`config.mk`:
```
export PLATFORM = sky130hd
export DESIGN_NAME = lc3_ctrl_fsm
export DESIGN_NICKNAME = d
export VERILOG_FILES = /design/src/rtl/lc3_pkg.sv /design/src/rtl/lc3_mem_wait.sv /design/src/rtl/lc3_ctrl_fsm.sv
export SDC_FILE = /design/constraint.sdc
export NUM_CORES = 1
export LEC_CHECK = 0
export BUFFER_PORTS_ARGS = -buffer_cell sky130_fd_sc_hd__buf_4
export CORE_AREA = 2 2 57 54
export DETAILED_ROUTE_END_ITERATION = 16
export DIE_AREA = 0 0 59 56
export GPL_ROUTABILITY_DRIVEN = 0
export PLACE_DENSITY = 0.91
export SLEW_MARGIN = 40
export SYNTH_ARGS = -nofsm -noshare
export SYNTH_HDL_FRONTEND = slang
export SYNTH_HIERARCHICAL = 1
export SYNTH_SLANG_ARGS = --single-unit
```
`constraint.sdc`:
```
create_clock -name Clk -period 6.4 [get_ports Clk]
set_input_delay 0.96 -clock Clk [delete_from_list [all_inputs] [get_ports Clk]]
set_output_delay 0.96 -clock Clk [all_outputs]
set_load 0.1 [all_outputs]
```
`src/rtl/lc3_pkg.sv`:
```
// lc3_pkg: shared state enum, opcode values and datapath select encodings
// for the LC-3 control unit.
package lc3_pkg;

  typedef enum logic [5:0] {
    S_HALTED, S_18, S_33, S_35, S_STEP, S_32,
    S_1, S_5, S_9, S_0, S_22, S_12, S_4, S_20, S_21,
    S_2, S_6, S_14, S_3, S_7, S_10, S_11, S_24, S_26,
    S_25, S_27, S_23, S_16, S_15, S_28, S_29, S_30, S_PAUSE
  } state_t;

  localparam logic [3:0] OP_BR   = 4'd0;
  localparam logic [3:0] OP_ADD  = 4'd1;
  localparam logic [3:0] OP_LD   = 4'd2;
  localparam logic [3:0] OP_ST   = 4'd3;
  localparam logic [3:0] OP_JSR  = 4'd4;
  localparam logic [3:0] OP_AND  = 4'd5;
  localparam logic [3:0] OP_LDR  = 4'd6;
  localparam logic [3:0] OP_STR  = 4'd7;
  localparam logic [3:0] OP_RTI  = 4'd8;
  localparam logic [3:0] OP_NOT  = 4'd9;
  localparam logic [3:0] OP_LDI  = 4'd10;
  localparam logic [3:0] OP_STI  = 4'd11;
  localparam logic [3:0] OP_JMP  = 4'd12;
  localparam logic [3:0] OP_RES  = 4'd13;
  localparam logic [3:0] OP_LEA  = 4'd14;
  localparam logic [3:0] OP_TRAP = 4'd15;

  localparam logic [1:0] BUS_PC   = 2'b00;
  localparam logic [1:0] BUS_MDR  = 2'b01;
  localparam logic [1:0] BUS_ALU  = 2'b10;
  localparam logic [1:0] BUS_ADDR = 2'b11;

  localparam logic [1:0] PC_INC  = 2'b00;
  localparam logic [1:0] PC_BUS  = 2'b01;
  localparam logic [1:0] PC_ADDR = 2'b10;

  localparam logic [1:0] A2_ZERO  = 2'b00;
  localparam logic [1:0] A2_OFF6  = 2'b01;
  localparam logic [1:0] A2_OFF9  = 2'b10;
  localparam logic [1:0] A2_OFF11 = 2'b11;

  localparam logic [1:0] ALU_ADD   = 2'b00;
  localparam logic [1:0] ALU_AND   = 2'b01;
  localparam logic [1:0] ALU_NOT   = 2'b10;
  localparam logic [1:0] ALU_PASSA = 2'b11;

  localparam logic [1:0] DR_IR  = 2'b00;
  localparam logic [1:0] DR_R7  = 2'b01;
  localparam logic [1:0] SR1_HI = 2'b00;
  localparam logic [1:0] SR1_LO = 2'b01;

  // States that hold a memory strobe low and run the wait-state counter
  function automatic logic is_mem_access(input state_t s);
    return (s == S_33) || (s == S_24) || (s == S_25) || (s == S_29) || (s == S_16);
  endfunction

endpackage

```
`src/rtl/lc3_mem_wait.sv`:
```
// lc3_mem_wait: wait-state counter shared by every memory access state.
// Counts 0..MEM_WAIT-1 while active; done marks the final cycle of an access.
module lc3_mem_wait #(
  parameter int MEM_WAIT = 2
) (
  input  logic clk,
  input  logic rst_n,
  input  logic active,
  output logic done
);

  localparam int CW = (MEM_WAIT > 1) ? $clog2(MEM_WAIT) : 1;
  localparam logic [CW-1:0] LAST = CW'(MEM_WAIT - 1);

  logic [CW-1:0] count;

  assign done = active && (count == LAST);

  // Advance during an access, return to zero on the final cycle or when idle
  always_ff @(posedge clk or negedge rst_n) begin
    if (!rst_n) begin
      count <= '0;
    end else if (active && !done) begin
      count <= count + 1'b1;
    end else begin
      count <= '0;
    end
  end

endmodule

```
`src/rtl/lc3_ctrl_fsm.sv`:
```
// lc3_ctrl_fsm: LC-3 control unit driving datapath loads, mux selects and
// SRAM strobes. Optional macro LC3_STEP_PAUSE_EN adds a single-step hold
// state after each instruction fetch, released by Continue.
module lc3_ctrl_fsm
  import lc3_pkg::*;
#(
  parameter int         MEM_WAIT = 2,
  parameter logic [3:0] PAUSE_OP = 4'b1101
) (
  input  logic       Clk,
  input  logic       Reset_n,
  input  logic       Run,
  input  logic       Continue,
  input  logic [3:0] Opcode,
  input  logic       IR_5,
  input  logic       IR_11,
  input  logic       BEN,
  output logic       LD_MAR,
  output logic       LD_MDR,
  output logic       LD_IR,
  output logic       LD_BEN,
  output logic       LD_CC,
  output logic       LD_REG,
  output logic       LD_PC,
  output logic [1:0] busMux,
  output logic [1:0] PCMUX,
  output logic [1:0] DRMUX,
  output logic [1:0] SR1MUX,
  output logic       SR2MUX,
  output logic       ADDR1MUX,
  output logic       MIO_EN,
  output logic [1:0] ADDR2MUX,
  output logic [1:0] ALUK,
  output logic       Mem_CE,
  output logic       Mem_UB,
  output logic       Mem_LB,
  output logic       Mem_OE,
  output logic       Mem_WE
);

  state_t state, next_state;
  logic   mem_active, mem_done;

  assign mem_active = is_mem_access(state);
  assign Mem_CE = 1'b0;
  assign Mem_UB = 1'b0;
  assign Mem_LB = 1'b0;

  lc3_mem_wait #(.MEM_WAIT(MEM_WAIT)) u_wait (
    .clk    (Clk),
    .rst_n  (Reset_n),
    .active (mem_active),
    .done   (mem_done)
  );

  // State register; reset parks the machine in HALTED from any state
  always_ff @(posedge Clk or negedge Reset_n) begin
    if (!Reset_n) begin
      state <= S_HALTED;
    end else begin
      state <= next_state;
    end
  end

  // Next-state decode and all control outputs from state and wait counter
  always_comb begin
    next_state = state;
    LD_MAR = 1'b0; LD_MDR = 1'b0; LD_IR = 1'b0; LD_BEN = 1'b0;
    LD_CC = 1'b0; LD_REG = 1'b0; LD_PC = 1'b0;
    busMux = BUS_PC; PCMUX = PC_INC; DRMUX = DR_IR; SR1MUX = SR1_HI;
    SR2MUX = 1'b0; ADDR1MUX = 1'b0; MIO_EN = 1'b0;
    ADDR2MUX = A2_ZERO; ALUK = ALU_ADD;
    Mem_OE = 1'b1; Mem_WE = 1'b1;
    case (state)
      S_HALTED: if (Run) next_state = S_18;
      S_18: begin
        busMux = BUS_PC; LD_MAR = 1'b1; LD_PC = 1'b1; PCMUX = PC_INC;
        next_state = S_33;
      end
      S_33, S_24, S_25, S_29: begin
        Mem_OE = 1'b0; MIO_EN = 1'b1;
        if (mem_done) begin
          LD_MDR = 1'b1;
          case (state)
            S_33:    next_state = S_35;
            S_24:    next_state = S_26;
            S_25:    next_state = S_27;
            default: next_state = S_30;
          endcase
        end
      end
      S_35: begin
        busMux = BUS_MDR; LD_IR = 1'b1;
`ifdef LC3_STEP_PAUSE_EN
        next_state = S_STEP;
`else
        next_state = S_32;
`endif
      end
      S_STEP: if (Continue) next_state = S_32;
      S_32: begin
        LD_BEN = 1'b1;
        if (Opcode == PAUSE_OP) begin
          next_state = S_PAUSE;
        end else begin
          case (Opcode)
            OP_BR:   next_state = S_0;
            OP_ADD:  next_state = S_1;
            OP_LD:   next_state = S_2;
            OP_ST:   next_state = S_3;
            OP_JSR:  next_state = S_4;
            OP_AND:  next_state = S_5;
            OP_LDR:  next_state = S_6;
            OP_STR:  next_state = S_7;
            OP_RTI:  next_state = S_18;
            OP_NOT:  next_state = S_9;
            OP_LDI:  next_state = S_10;
            OP_STI:  next_state = S_11;
            OP_JMP:  next_state = S_12;
            OP_RES:  next_state = S_18;
            OP_LEA:  next_state = S_14;
            OP_TRAP: next_state = S_15;
            default: next_state = S_18;
          endcase
        end
      end
      S_1, S_5, S_9: begin
        busMux = BUS_ALU; LD_REG = 1'b1; LD_CC = 1'b1; SR1MUX = SR1_LO;
        if (state == S_1) begin
          ALUK = ALU_ADD; SR2MUX = IR_5;
        end else if (state == S_5) begin
          ALUK = ALU_AND; SR2MUX = IR_5;
        end else begin
          ALUK = ALU_NOT;
        end
        next_state = S_18;
      end
      S_0: next_state = BEN ? S_22 : S_18;
      S_22: begin
        ADDR1MUX = 1'b0; ADDR2MUX = A2_OFF9; PCMUX = PC_ADDR; LD_PC = 1'b1;
        next_state = S_18;
      end
      S_12, S_20: begin
        SR1MUX = SR1_LO; ADDR1MUX = 1'b1; ADDR2MUX = A2_ZERO;
        PCMUX = PC_ADDR; LD_PC = 1'b1;
        next_state = S_18;
      end
      S_4: begin
        busMux = BUS_PC; DRMUX = DR_R7; LD_REG = 1'b1;
        next_state = IR_11 ? S_21 : S_20;
      end
      S_21: begin
        ADDR1MUX = 1'b0; ADDR2MUX = A2_OFF11; PCMUX = PC_ADDR; LD_PC = 1'b1;
        next_state = S_18;
      end
      S_2, S_3, S_10, S_11: begin
        busMux = BUS_ADDR; ADDR1MUX = 1'b0; ADDR2MUX = A2_OFF9; LD_MAR = 1'b1;
        case (state)
          S_2:     next_state = S_25;
          S_3:     next_state = S_23;
          default: next_state = S_24;
        endcase
      end
      S_6, S_7: begin
        busMux = BUS_ADDR; SR1MUX = SR1_LO; ADDR1MUX = 1'b1;
        ADDR2MUX = A2_OFF6; LD_MAR = 1'b1;
        next_state = (state == S_6) ? S_25 : S_23;
      end
      S_14: begin
        busMux = BUS_ADDR; ADDR1MUX = 1'b0; ADDR2MUX = A2_OFF9;
        LD_REG = 1'b1; LD_CC = 1'b1;
        next_state = S_18;
      end
      S_26: begin
        busMux = BUS_MDR; LD_MAR = 1'b1;
        next_state = (Opcode == OP_STI) ? S_23 : S_25;
      end
      S_27: begin
        busMux = BUS_MDR; LD_REG = 1'b1; LD_CC = 1'b1;
        next_state = S_18;
      end
      S_23: begin
        SR1MUX = SR1_HI; ALUK = ALU_PASSA; busMux = BUS_ALU;
        MIO_EN = 1'b0; LD_MDR = 1'b1;
        next_state = S_16;
      end
      S_16: begin
        Mem_WE = 1'b0;
        if (mem_done) next_state = S_18;
      end
      S_15: begin
        busMux = BUS_ADDR; ADDR1MUX = 1'b0; ADDR2MUX = A2_ZERO; LD_MAR = 1'b1;
        next_state = S_28;
      end
      S_28: begin
        busMux = BUS_PC; DRMUX = DR_R7; LD_REG = 1'b1;
        next_state = S_29;
      end
      S_30: begin
        busMux = BUS_MDR; PCMUX = PC_BUS; LD_PC = 1'b1;
        next_state = S_18;
      end
      S_PAUSE: if (Continue) next_state = S_18;
      default: next_state = S_HALTED;
    endcase
  end

endmodule

```
== Yosys cells after proc, flatten, opt, wreduce, memory -nomap -nowiden ==
Memory sizes are Yosys's and may differ from the RTL's.
Cells that the tools add are included.
Operators by class
  $add $sub $neg: 1
  equal/unequal tests: 39
  multiplexer cells: 37
  reductions and logical operators: 26
Operator list (number)
  one-hot mux 6 bit (17 select lines): 1
  == test 6 x 5 -> 1 bit, second input constant: 16
  == test 6 x 4 -> 1 bit, second input constant: 8
  2-to-1 mux 6 bit: 6
  == test 6 x 3 -> 1 bit, second input constant: 4
  OR reduction 4 bit: 6
  2-to-1 mux 1 bit: 17
  one-hot mux 5 bit (3 select lines): 1
  OR reduction 7 bit: 2
  == test 6 x 2 -> 1 bit, second input constant: 2
  one-hot mux 2 bit (3 select lines): 2
  OR reduction 6 bit: 2
  2-to-1 mux 2 bit: 5
  OR reduction 10 bit: 1
  OR reduction 9 bit: 1
  == test 4 bit, second input constant: 2
  one-hot mux 2 bit (2 select lines): 2
  one-hot mux 4 bit (2 select lines): 1
  OR reduction 8 bit: 1
  == test 6 x 1 -> 1 bit, second input constant: 1
  == test 6 bit, second input constant: 1
  zero test 6 bit: 1
  != test 2 bit, second input constant: 3
  AND reduction 5 bit: 1
  other kinds (10): 16
Word-level totals
  register bits: 7
  memory bits (read-only): 80
  output and inout bits: 27
  logic and storage cells: 106
  memories: 1
Memories
  (no name shown): depth 16, width 5, read ports 1, clocked after memory_dff 0, write ports 0, RTL line lc3_ctrl_fsm.sv:106  | case (Opcode)

== Depth between registers and ports, before layout ==
  depth after elaboration: 9
  mapped depth: 12

== Cells and area by module ==
Netlist, hierarchy kept.
Modules (own cells, without submodules)
  lc3_ctrl_fsm: times used 1, cells an instance 207, area an instance 1392.6 µm², sequential area each 150.1 µm²
  lc3_mem_wait: times used 1, cells an instance 3, area an instance 41.3 µm², sequential area each 25.0 µm²

== Worst setup path after synthesis ==
OpenSTA, ideal clock, no wires.
  path kind: register to output
  start: register state[1]
  end: output LD_REG
  arrival: 4.559 ns
  setup slack: 0.881 ns
  stages on the path, launching flop included: 5
  path buffers: 2
  cells stage by stage: dfrtp_1 buf_4 clkbuf_1 nor4_1 or2_2
Between the ends
  longest elaborated chain between the ends: 3
Ends and longest elaborated chain
  start, declared: RTL line lc3_ctrl_fsm.sv:41  | state_t state, next_state;
  start signal, assigned: RTL line lc3_ctrl_fsm.sv:61  | state <= next_state;
  == test 6 x 3 -> 1 bit (tied with other cells): RTL line lc3_ctrl_fsm.sv:74  | case (state)
  OR reduction 7 bit (no line) *
  2-to-1 mux 1 bit *: RTL line lc3_ctrl_fsm.sv:74
  end, declared: RTL line lc3_ctrl_fsm.sv:23  | output logic LD_REG,
Mark *: on every way between the ends. The rest lies on a longest branch, timed or not.

== Final worst setup path ==
  start: register state[1]
  end: output LD_MDR
Between the ends
  longest elaborated chain between the ends: 8
Ends and longest elaborated chain
  == test 6 x 2 -> 1 bit or == test 6 x 5 -> 1 bit (tied branches): RTL line lc3_pkg.sv:55  | return (s == S_33) || (s == S_24) || (s == S_25) || (s == S_29) || (s == S_16);
  logical OR 1 bit (3 in a row): RTL line lc3_pkg.sv:55
  logical OR 1 bit *: RTL line lc3_pkg.sv:55
  net mem_active: RTL line lc3_ctrl_fsm.sv:42  | logic mem_active, mem_done;
  logical AND 1 bit *: RTL line lc3_mem_wait.sv:17  | assign done = active && (count == LAST);
  net mem_done: RTL line lc3_ctrl_fsm.sv:42
  2-to-1 mux 1 bit *: RTL line lc3_ctrl_fsm.sv:82  | if (mem_done) begin
  one-hot mux 1 bit (2 select lines) *: RTL line lc3_ctrl_fsm.sv:74
  end, declared: RTL line lc3_ctrl_fsm.sv:19  | output logic LD_MDR,
The timed path passes the listed nets; every way through them passes the cells marked *.

==> results.tsv <==
metric	value	unit
status	finished clean	
synth_edf_count	0	
grt_pass1_vias	1315	
hold_violations	0	
dp_hpwl	2710	um
synth.area.mux_share	0.0524	
max_cap_viol_count	0	
synth_ff_type	dfrtp_1	
antenna_found_initial	0	
power_frac_seq	0.144	
switching_power	0.619	mW
syn_to_final_growth	14.0	%
pre_cts_slack	2.64	ns
drc	0	
path_clk_slew	0.05	ns
dieArea	0.00330	sq mm
p_int	0.294	mW
hp-class	in2async	
power.leakage	0.709	nW
overflow	0	
ios	38	
clkSinkCount	7	
cts_tree	done	
grtUsageMet2	0.359	
startpoint_type	register	
yosysTopAreaCellShare	0.122	
via_per_inst	6.38	
nets	244	
wl_per_cell	14.7	um
synth.avg_cell_area	6.83	sq um
global_route.usage.met3	0.0326	
swShare	0.678	
setup_viol	0	
grt_max_degree	39	
port_buffers	32	
grt_pass1_wl	6160	um
synth.distinct_cells	57	
fin_hold_ws	0.509	ns
clkLatencyLatePin	0.25	ns
synth_compound_area_frac	0.325	
cts_root_buffer	clkbuf_4	
critical_path_peak_fanout	24	
core_area	0.00266	sq mm
ys_ff_latch	7	
vias	1639	
grt.met1_usage	0.325	
cp-end-kind	primary output	
p_comb_frac	0.812	
synth_area	0.00143	sq mm
syn_inst	210	
numCtsBuffers	3	
yosys.area.top_type	dfrtp_1	
antenna_cells	0	
track_usage	0.232	
setup_tns	0	ns
worst_ep_required_time	5.44	ns
drv_slew	0	
arrival	3.08	ns
synthXorXnorAreaFrac	0.0358	
skew	0.00243	ns
htree_levels	1	
dp.cells	253	
cts_resized	0	
critPathKind	reg2out	
multiInputGateArea	0.00111	sq mm
ys_top_cells_by_area	dfrtp_1 (12%), nor2_1 (6.3%), o21ai_0 (4.9%)	
start_util	0.540	
finalWorstSetupSlack	2.36	ns
dieHeight	56	um
rsz0062_at_grt	false	
die_x	59	um
drt_iter0_drc	103	
fin_crit_sh	0.631	
fmax	248	MHz
yosysMostFrequentCell	nor2_1	
power_density	558	mW/mm^2
clockBufferDepth	2	
synth_top_family_by_area	compound AO/OA/AOI/OAI gates	
clkPwrFrac	0.043	
first_pass_iters	5	
irDropWorstVdd	0.194	mV
async_flop_share	1.00	
drt_wl_total	3770	um
stdcell_count	257	
worst_pin_slew	0.775	ns
ys_top_cells_by_count	nor2_1 (24), nand2_1 (16), o21ai_0 (14)	
postCtsHoldBufs	0	
rows	18	
seq_area_frac_synth	0.122	
regArea	179	sq um
fill_cells	250	
slew_headroom	0.484	
synth_warnings	6	
synth_simple_gate_area_frac	0.305	
drive_gt1_frac	0.216	
synth-adder-area-share	0.0436	
postRouteAntennaNets	0	
grt-busiest-layer	met2	
period_needed	4.04	ns
cts_setup_buffers	0	
worst paths after layout:
| path | from | endpoint | slack [ns] | depth (start not counted) |
|---|---|---|---|---|
| min in group Clk | u_wait/count | u_wait/count | 0.62 | 1 |
| worst max-delay path | state[1] | LD_MDR | 2.36 | 10 |
| max in group asynchronous | Reset_n | state[5] | 5.76 | 1 |
| worst min-delay path | Reset_n | state[0] | 0.51 | 1 |
| worst min register to register | u_wait/count | u_wait/count | 0.62 | 1 |
| worst max register to register | state[1] | state[1] | 3.19 | 9 |
sequential cells by signal (all words and copies together), names as in the netlist:
register      flops
state             6
u_wait/count      1
per-stage QoR:
step | total power [mW] | cell area, sq um | utilization
final | 0.913 | 1640 | 0.615
after global routing | 0.968 | 1640 | 0.615
after CTS | 0.904 | 1630 | 0.614
after detailed placement | 0.861 | 1610 | 0.604
after global placement | 0.857 | 1610 | 0.604
after floorplan | 0.740 | 1450 | -
layout make-up:
| type | count | share of cell area |
|---|---|---|
| Tap cell | 30 | 0.0230 |
| Timing Repair Buffer | 33 | 0.151 |
| Inverter | 9 | 0.0207 |
| Multi-Input combinational cell | 174 | 0.679 |
| Clock buffer | 4 | 0.0161 |
| Sequential cell | 7 | 0.109 |
cell families (layout without fill, tap and decap cells):
family | count (synthesis) | count (layout)
multiplexers | 7 | 7
buffers and inverters | 33 | 46
AO/OA/AOI/OAI | 67 | 67
adder cells (fa/ha/maj) | 5 | 5
AND/OR/NAND/NOR | 85 | 85
flip-flops | 7 | 7
XOR/XNOR | 5 | 5
other | 1 | 5
routing by layer:
metal  share of wire  wire (um)
met5               0          0
met4          0.0058         22
met3            0.10        379
met2            0.49       1830
met1            0.41       1530
power by group through the flow:
stage / Combinational (mW) / Sequential, mW / Clock [mW]
2_1_floorplan: 0.670 / 0.0697 / 0
3_3_place_gp: 0.730 / 0.127 / 0
3_5_place_dp: 0.732 / 0.129 / 0
4_1_cts: 0.734 / 0.129 / 0.0404
5_1_grt: 0.786 / 0.138 / 0.0438
6_report: 0.742 / 0.132 / 0.0396
worst max-delay path, stage by stage (launching register included):
cell and delay [ns]:
dfrtp_1 0.84, nand2b_1 0.31, o32ai_1 0.41, a21oi_1 0.12, nor2_1 0.12, and2_2 0.22
o211ai_1 0.09, a21oi_1 0.17, a41oi_1 0.06, nor3_1 0.16, buf_4 0.32
layout by cell type (no fill, tap or decap), types with 3 or more instances in the layout:
cell type / n
buf_4: 33
nor2_1: 24
nand2_1: 16
o21ai_0: 14
a21oi_1: 11
nor3_1: 11
inv_1: 9
nand3_1: 8
nand2b_1: 6
o22ai_1: 6
a211oi_1: 5
ha_1: 5
conb_1: 5
nor2b_1: 4
dfrtp_1: 4
mux2_2: 3
nor4_1: 3
a22o_1: 3
mux2i_1: 3
a32oi_1: 3
clkbuf_4: 3
dfrtp_2: 3
No activity file was read; power rests on OpenSTA's default activity.
